[src/rtl/alu_pkg.sv]
// Shared types for the multi-cycle ALU: opcode map, control states and the
// sub-opcode handed to the iterative multiply/divide unit.
package alu_pkg;

  localparam int DEFAULT_WIDTH = 32;

  typedef enum logic [4:0] {
    OP_ADD   = 5'h00,
    OP_AND   = 5'h01,
    OP_OR    = 5'h02,
    OP_SLL   = 5'h03,
    OP_SLTU  = 5'h04,
    OP_SRL   = 5'h05,
    OP_SUB   = 5'h06,
    OP_XOR   = 5'h07,
    OP_BEQ   = 5'h08,
    OP_BNE   = 5'h09,
    OP_BLTU  = 5'h0A,
    OP_BGEU  = 5'h0B,
    OP_SLT   = 5'h0C,
    OP_SRA   = 5'h0D,
    OP_BLT   = 5'h0E,
    OP_BGE   = 5'h0F,
    OP_MUL   = 5'h10,
    OP_MULHU = 5'h11,
    OP_DIVU  = 5'h12,
    OP_REMU  = 5'h13
  } op_e;

  typedef enum logic [1:0] {
    ST_IDLE,
    ST_ITER,
    ST_DONE
  } state_e;

  // Low two opcode bits of the 0x10-0x13 group select the iterative operation.
  typedef enum logic [1:0] {
    MD_MUL   = 2'd0,
    MD_MULHU = 2'd1,
    MD_DIVU  = 2'd2,
    MD_REMU  = 2'd3
  } md_op_e;

  function automatic logic is_iter_op(input logic [4:0] opcode);
    return opcode[4:2] == 3'b100;
  endfunction

endpackage

[src/rtl/alu_muldiv_iter.sv]
// Iterative unsigned multiply / divide: one shift-add or one restoring-subtract
// step per cycle, WIDTH steps per operation, sharing one hi/lo register pair.
module alu_muldiv_iter
  import alu_pkg::*;
#(
  parameter int WIDTH = DEFAULT_WIDTH
) (
  input  logic             clk,
  input  logic             rst_n,
  input  logic             start,
  input  md_op_e           op,
  input  logic [WIDTH-1:0] a,
  input  logic [WIDTH-1:0] b,
  output logic             done,
  output logic [WIDTH-1:0] res
);

  localparam int CW = $clog2(WIDTH);

  md_op_e           md_op;
  logic [WIDTH-1:0] hi, lo, opnd;
  logic [CW-1:0]    count;
  logic             running;

  logic [WIDTH-1:0] addend, hi_next, lo_next;
  logic [WIDTH:0]   sum, shifted;
  logic             ge, is_div;

  // Multiply: {hi,lo} is the product shifting right, lo starts as the multiplier.
  // Divide: hi is the partial remainder, lo shifts the dividend out and the
  // quotient in. A zero divisor always "fits", giving all-ones and rem = A.
  // NOTE: every variable in always_comb gets a default first, so no path leaves it unassigned and no latch is inferred.
  always_comb begin
    is_div  = (md_op == MD_DIVU) || (md_op == MD_REMU);
    addend  = lo[0] ? opnd : '0;
    sum     = {1'b0, hi} + {1'b0, addend};
    shifted = {hi, lo[WIDTH-1]};
    ge      = shifted >= {1'b0, opnd};
    hi_next = sum[WIDTH:1];
    lo_next = {sum[0], lo[WIDTH-1:1]};
    if (is_div) begin
      hi_next = ge ? WIDTH'(shifted - {1'b0, opnd}) : shifted[WIDTH-1:0];
      lo_next = {lo[WIDTH-2:0], ge};
    end
  end

  // done marks the cycle whose edge performs the final step; res is that step's outcome.
  assign done = running && (count == CW'(WIDTH - 1));
  assign res  = ((md_op == MD_MUL) || (md_op == MD_DIVU)) ? lo_next : hi_next;

  // NOTE: sequential state uses non-blocking assignments so every register samples pre-edge values.
  always_ff @(posedge clk or negedge rst_n) begin
    if (!rst_n) begin
      md_op   <= MD_MUL;
      hi      <= '0;
      lo      <= '0;
      opnd    <= '0;
      count   <= '0;
      running <= 1'b0;
    end else if (start) begin
      md_op   <= op;
      hi      <= '0;
      lo      <= a;
      opnd    <= b;
      count   <= '0;
      running <= 1'b1;
    end else if (running) begin
      hi    <= hi_next;
      lo    <= lo_next;
      count <= count + 1'b1;
      if (done) running <= 1'b0;
    end
  end

endmodule

[src/rtl/alu_multicycle.sv]
// Multi-cycle ALU: single-cycle logic/arith/compare ops plus iterative
// MUL/MULHU/DIVU/REMU behind a valid/ready handshake on both sides.
module alu_multicycle
  import alu_pkg::*;
#(
  parameter int WIDTH = DEFAULT_WIDTH,
  parameter int SHW   = $clog2(WIDTH)
) (
  input  logic             clk,
  input  logic             rst_n,
  input  logic             in_valid,
  output logic             in_ready,
  input  logic [WIDTH-1:0] a,
  input  logic [WIDTH-1:0] b,
  input  logic [4:0]       operation,
  output logic             out_valid,
  input  logic             out_ready,
  output logic [WIDTH-1:0] result,
  output logic             zero,
  output logic             busy
);

  state_e           state, state_next;
  logic             alive, accept, iter_op, md_start, md_done;
  logic [WIDTH-1:0] alu_res, md_res;
  logic [SHW-1:0]   shamt;

  assign shamt   = b[SHW-1:0];
  assign iter_op = is_iter_op(operation);
  assign accept  = in_valid && in_ready;

  // Branch opcodes return 0 when the branch is taken, so each is the inverted condition.
  always_comb begin
    alu_res = '0;
    case (operation)
      OP_ADD:  alu_res = a + b;
      OP_AND:  alu_res = a & b;
      OP_OR:   alu_res = a | b;
      OP_SLL:  alu_res = a << shamt;
      OP_SLTU: alu_res = WIDTH'(a < b);
      OP_SRL:  alu_res = a >> shamt;
      OP_SUB:  alu_res = a - b;
      OP_XOR:  alu_res = a ^ b;
      OP_BEQ:  alu_res = WIDTH'(a != b);
      OP_BNE:  alu_res = WIDTH'(a == b);
      OP_BLTU: alu_res = WIDTH'(a >= b);
      OP_BGEU: alu_res = WIDTH'(a < b);
      OP_SLT:  alu_res = WIDTH'($signed(a) < $signed(b));
      OP_SRA:  alu_res = $unsigned($signed(a) >>> shamt);
      OP_BLT:  alu_res = WIDTH'($signed(a) >= $signed(b));
      OP_BGE:  alu_res = WIDTH'($signed(a) < $signed(b));
      default: alu_res = '0;
    endcase
  end

  alu_muldiv_iter #(.WIDTH(WIDTH)) u_muldiv (
    .clk   (clk),
    .rst_n (rst_n),
    .start (md_start),
    .op    (md_op_e'(operation[1:0])),
    .a     (a),
    .b     (b),
    .done  (md_done),
    .res   (md_res)
  );

  always_comb begin
    state_next = state;
    md_start   = 1'b0;
    unique case (state)
      ST_IDLE: begin
        if (accept) begin
          if (iter_op) begin
            state_next = ST_ITER;
            md_start   = 1'b1;
          end else begin
            state_next = ST_DONE;
          end
        end
      end
      ST_ITER: if (md_done) state_next = ST_DONE;
      ST_DONE: if (out_ready) state_next = ST_IDLE;
      default: state_next = ST_IDLE;
    endcase
  end

  // alive keeps in_ready low while reset is held and raises it on the first edge after.
  always_ff @(posedge clk or negedge rst_n) begin
    if (!rst_n) begin
      state  <= ST_IDLE;
      alive  <= 1'b0;
      result <= '0;
    end else begin
      state <= state_next;
      alive <= 1'b1;
      if (accept && !iter_op) result <= alu_res;
      else if (state == ST_ITER && md_done) result <= md_res;
    end
  end

  assign in_ready  = alive && (state == ST_IDLE);
  assign out_valid = (state == ST_DONE);
  assign busy      = (state == ST_ITER);
  assign zero      = (result == '0);

endmodule

[config.mk]
export PLATFORM = sky130hd
export DESIGN_NAME = alu_multicycle
export DESIGN_NICKNAME = d
export VERILOG_FILES = /design/src/rtl/alu_pkg.sv /design/src/rtl/alu_muldiv_iter.sv /design/src/rtl/alu_multicycle.sv
export SDC_FILE = /design/constraint.sdc
export NUM_CORES = 1
export LEC_CHECK = 0
export CAP_MARGIN = 20
export CORE_MARGIN = 2
export CORE_UTILIZATION = 63
export CTS_CLUSTER_SIZE = 25
export DETAILED_ROUTE_END_ITERATION = 6
export PLACE_DENSITY = 0.81
export SLEW_MARGIN = 20
export SYNTH_ARGS = -nofsm -noshare
export SYNTH_HDL_FRONTEND = slang
export SYNTH_SLANG_ARGS = --single-unit
export TNS_END_PERCENT = 100
[constraint.sdc]
create_clock -name clk -period 4.49 [get_ports clk]
set_clock_uncertainty 0.15 [all_clocks]
set_input_delay 0.449 -clock clk [delete_from_list [all_inputs] [get_ports clk]]
set_output_delay 0.449 -clock clk [all_outputs]
set_load 0.02 [all_outputs]
==> impl_metrics.env <==
export IMPL_critPathLaunchType="input pin"
export IMPL_slowest_stage="o31ai_1"
export IMPL_cts_tree="done"
export IMPL_synthCells=2699
export IMPL_worstPathRequired_ns=4.62
export IMPL_cpLargestDelayFamily="compound AO/OA/AOI/OAI gates"
export IMPL_status="finished with violations"
export IMPL_avgSynthCellArea_um2=7.31
export IMPL_ys_ff_latch=139
export IMPL_tightestPinTransition_ns=1.10
export IMPL_synthFlopType="dfrtp_1"
export IMPL_multiInputGateArea_mm2=0.0149
export IMPL_ir_worst_vdd_uv=402
export IMPL_grt_max_degree=101
export IMPL_post_place_ws_ns=0.0829
export IMPL_cpMostUsedCell="a21oi_1"
export IMPL_max_clock_path_buffers=2
export IMPL_ioPinCount=109
export IMPL_power_leakage_nw=9.57
export IMPL_cts_root_buf="clkbuf_16"
export IMPL_fin_util=0.718
export IMPL_violations="design-rule violations, negative hold slack"
export IMPL_htree_levels=4
export IMPL_port_buffer_count=108
export IMPL_slowest_delay_ns=0.56
export IMPL_yosysUniqueCellTypes=102
export IMPL_hold_class="in2async"
export IMPL_drt_iter0_drc=3768
export IMPL_synthesis_nets=2942
export IMPL_numCtsBuffers=17
export IMPL_grt_use_total=0.518
export IMPL_rrSetupSlack_ns=0.31
export IMPL_ys_async_sr_fraction=1.00
export IMPL_grt_overflow=0
export IMPL_setup_tns_ns=0
export IMPL_final_common_cell="nand2_1"
export IMPL_r2r_end="u_muldiv.hi[30]"
export IMPL_layout_setup_ws_ns=0.280
export IMPL_cp_arrival_ns=4.34
export IMPL_max_freq_mhz=238
export IMPL_cts_resized=0
export IMPL_final_cell_mix="290 x nand2_1, 258 x nor2_1, 253 x a21oi_1"
export IMPL_synth_sequential_area_ratio=0.176
export IMPL_finalHoldViolCount=48
export IMPL_regArea_mm2=0.00349
export IMPL_drv_slew=0
export IMPL_worstPathMaxFanout=6
export IMPL_yosys_warnings=0
export IMPL_ant_nets=0
export IMPL_critPathKind="in2reg"
export IMPL_first_pass_iters=7
export IMPL_nNetsFinal=2999
export IMPL_period_minus_slack_ns=4.21
export IMPL_die_y_um=181
export IMPL_antenna_found_initial=6
export IMPL_fillers=2484
export IMPL_die_w_um=181
export IMPL_ff2ff_path_depth=14
export IMPL_power_density_mw_per_mm2=544
export IMPL_drv_cap=0
export IMPL_cts_reportedPaths_clkPinSlew_ns=0.06
export IMPL_slew_headroom=0.267
export IMPL_rr_startpoint="u_muldiv.lo[31]"
export IMPL_vias_per_cell=7.41
export IMPL_holdWs_ns=-0.0375
export IMPL_final_cells=3166
export IMPL_vias=23500
export IMPL_drive_gt1_frac=0.0932
export IMPL_cts_hold_buf=0
export IMPL_crit_chain="clkdlybuf4s50_1 > ha_1 > fa_1 > a21o_1 > o21ai_1 > a32oi_1 > a221o_1 > a21oi_1 > o21bai_1 > a221oi_1 > a21oi_1 > o31ai_1 > a31oi_1"
export IMPL_setup_viol_count_final=0
export IMPL_hpwl_um=66400
export IMPL_crit_buf_inv=1
export IMPL_rows=64
export IMPL_wl_um=86600
export IMPL_drcViolationCount=17
export IMPL_postCtsSetupRepairBufs=0
export IMPL_rsz0062_at_grt="no"
export IMPL_fin_crit_sh=0.938
export IMPL_routabilityCongestion=1.14
export IMPL_wl_per_cell_um=27.4
export IMPL_dp_cells=3132
export IMPL_worst_setup_path_end_kind="flop"
export IMPL_core_area_mm2=0.0307
export IMPL_start_util=0.641
export IMPL_synth_area_mm2=0.0197
export IMPL_grt_pass1_vias=22200
export IMPL_grt_pass1_wl_um=131000
export IMPL_synth_edff_count=0
export IMPL_clock_latency_ns=0.44
export IMPL_die_area_mm2=0.0327
export IMPL_area_growth_pct=12.0
export IMPL_clkSinkCount=139
==> final cells by class <==
class,count,share of cell area
tap,396,0.0224
antenna,1,0.000113
clock inverter,14,0.00889
timing repair buffer,229,0.0920
multi-input combinational,2216,0.673
clock buffer,18,0.0194
inverter,153,0.0260
sequential,139,0.158
==> layer usage <==
| metal | track usage | routed length (µm) |
|---|---|---|
| met5 | 0 | 23 |
| met4 | 0.345 | 7290 |
| met3 | 0.158 | 12200 |
| met2 | 0.776 | 36000 |
| met1 | 0.644 | 31000 |
==> state kept, by name, indices dropped and copies added, names as in the netlist <==
name,count
alive,1
result,32
state,2
u_muldiv.count,5
u_muldiv.hi,32
u_muldiv.lo,32
u_muldiv.md_op,2
u_muldiv.opnd,32
u_muldiv.running,1
==> synthesized netlist by cell type (22+ instances only) <==
master | count | area, µm²
a31oi_1 | 27 | 169
a21o_1 | 43 | 323
buf_2 | 35 | 175
o21bai_1 | 22 | 165
o22ai_1 | 33 | 206
and2_1 | 43 | 269
xnor2_1 | 44 | 385
nand4_1 | 32 | 200
ha_1 | 166 | 2080
o21ai_0 | 236 | 1180
nor3_1 | 48 | 240
nor2_1 | 261 | 980
dfrtp_1 | 139 | 3480
a21oi_1 | 253 | 1270
mux2i_1 | 114 | 1140
nand2_1 | 290 | 1090
xor2_1 | 23 | 201
nand3_1 | 48 | 240
mux2_2 | 30 | 338
clkbuf_1 | 128 | 480
a221oi_1 | 29 | 254
inv_1 | 151 | 567
o211ai_1 | 72 | 541
a211oi_1 | 47 | 353
nor4_1 | 28 | 175
==> worst max-delay path by stage <==
stage	from	end	slack [ns]	cells after the start
5_1_grt	a[0]	result[16]	0.15	13
4_1_cts	u_muldiv.lo[31]	result[22]	0.48	14
6_report	a[0]	result[16]	0.28	13
2_1_floorplan	b[1]	result[27]	0.49	16
3_3_place_gp	a[0]	result[16]	0.16	13
3_5_place_dp	a[0]	result[18]	0.08	14
==> per-stage QoR <==
| stage | power [mW] | area [µm²] |
|---|---|---|
| 6_report | 12.0 | 22100 |
| 5_1_grt | 12.7 | 22100 |
| 4_1_cts | 11.6 | 22100 |
| 3_5_place_dp | 9.98 | 21500 |
| 3_3_place_gp | 9.67 | 21500 |
| 2_1_floorplan | 7.75 | 19700 |
==> logic make-up after synthesis <==
family,after synthesis,share of synthesized area
xor+xnor,67,0.0297
flops,139,0.176
other cells,1,0.000190
simple gates,835,0.193
buf+inv,344,0.0702
mux,165,0.0971
fa+ha+maj,170,0.109
compound gates,978,0.324
==> where the power goes <==
group	switching (mW)	internal, mW	total [mW]
logic	5.00	3.13	8.13
clock network	0.605	0.932	1.54
registers	0.620	1.73	2.35
total	6.23	5.79	12.0
Note: power is estimated with default switching activity, not from simulation.
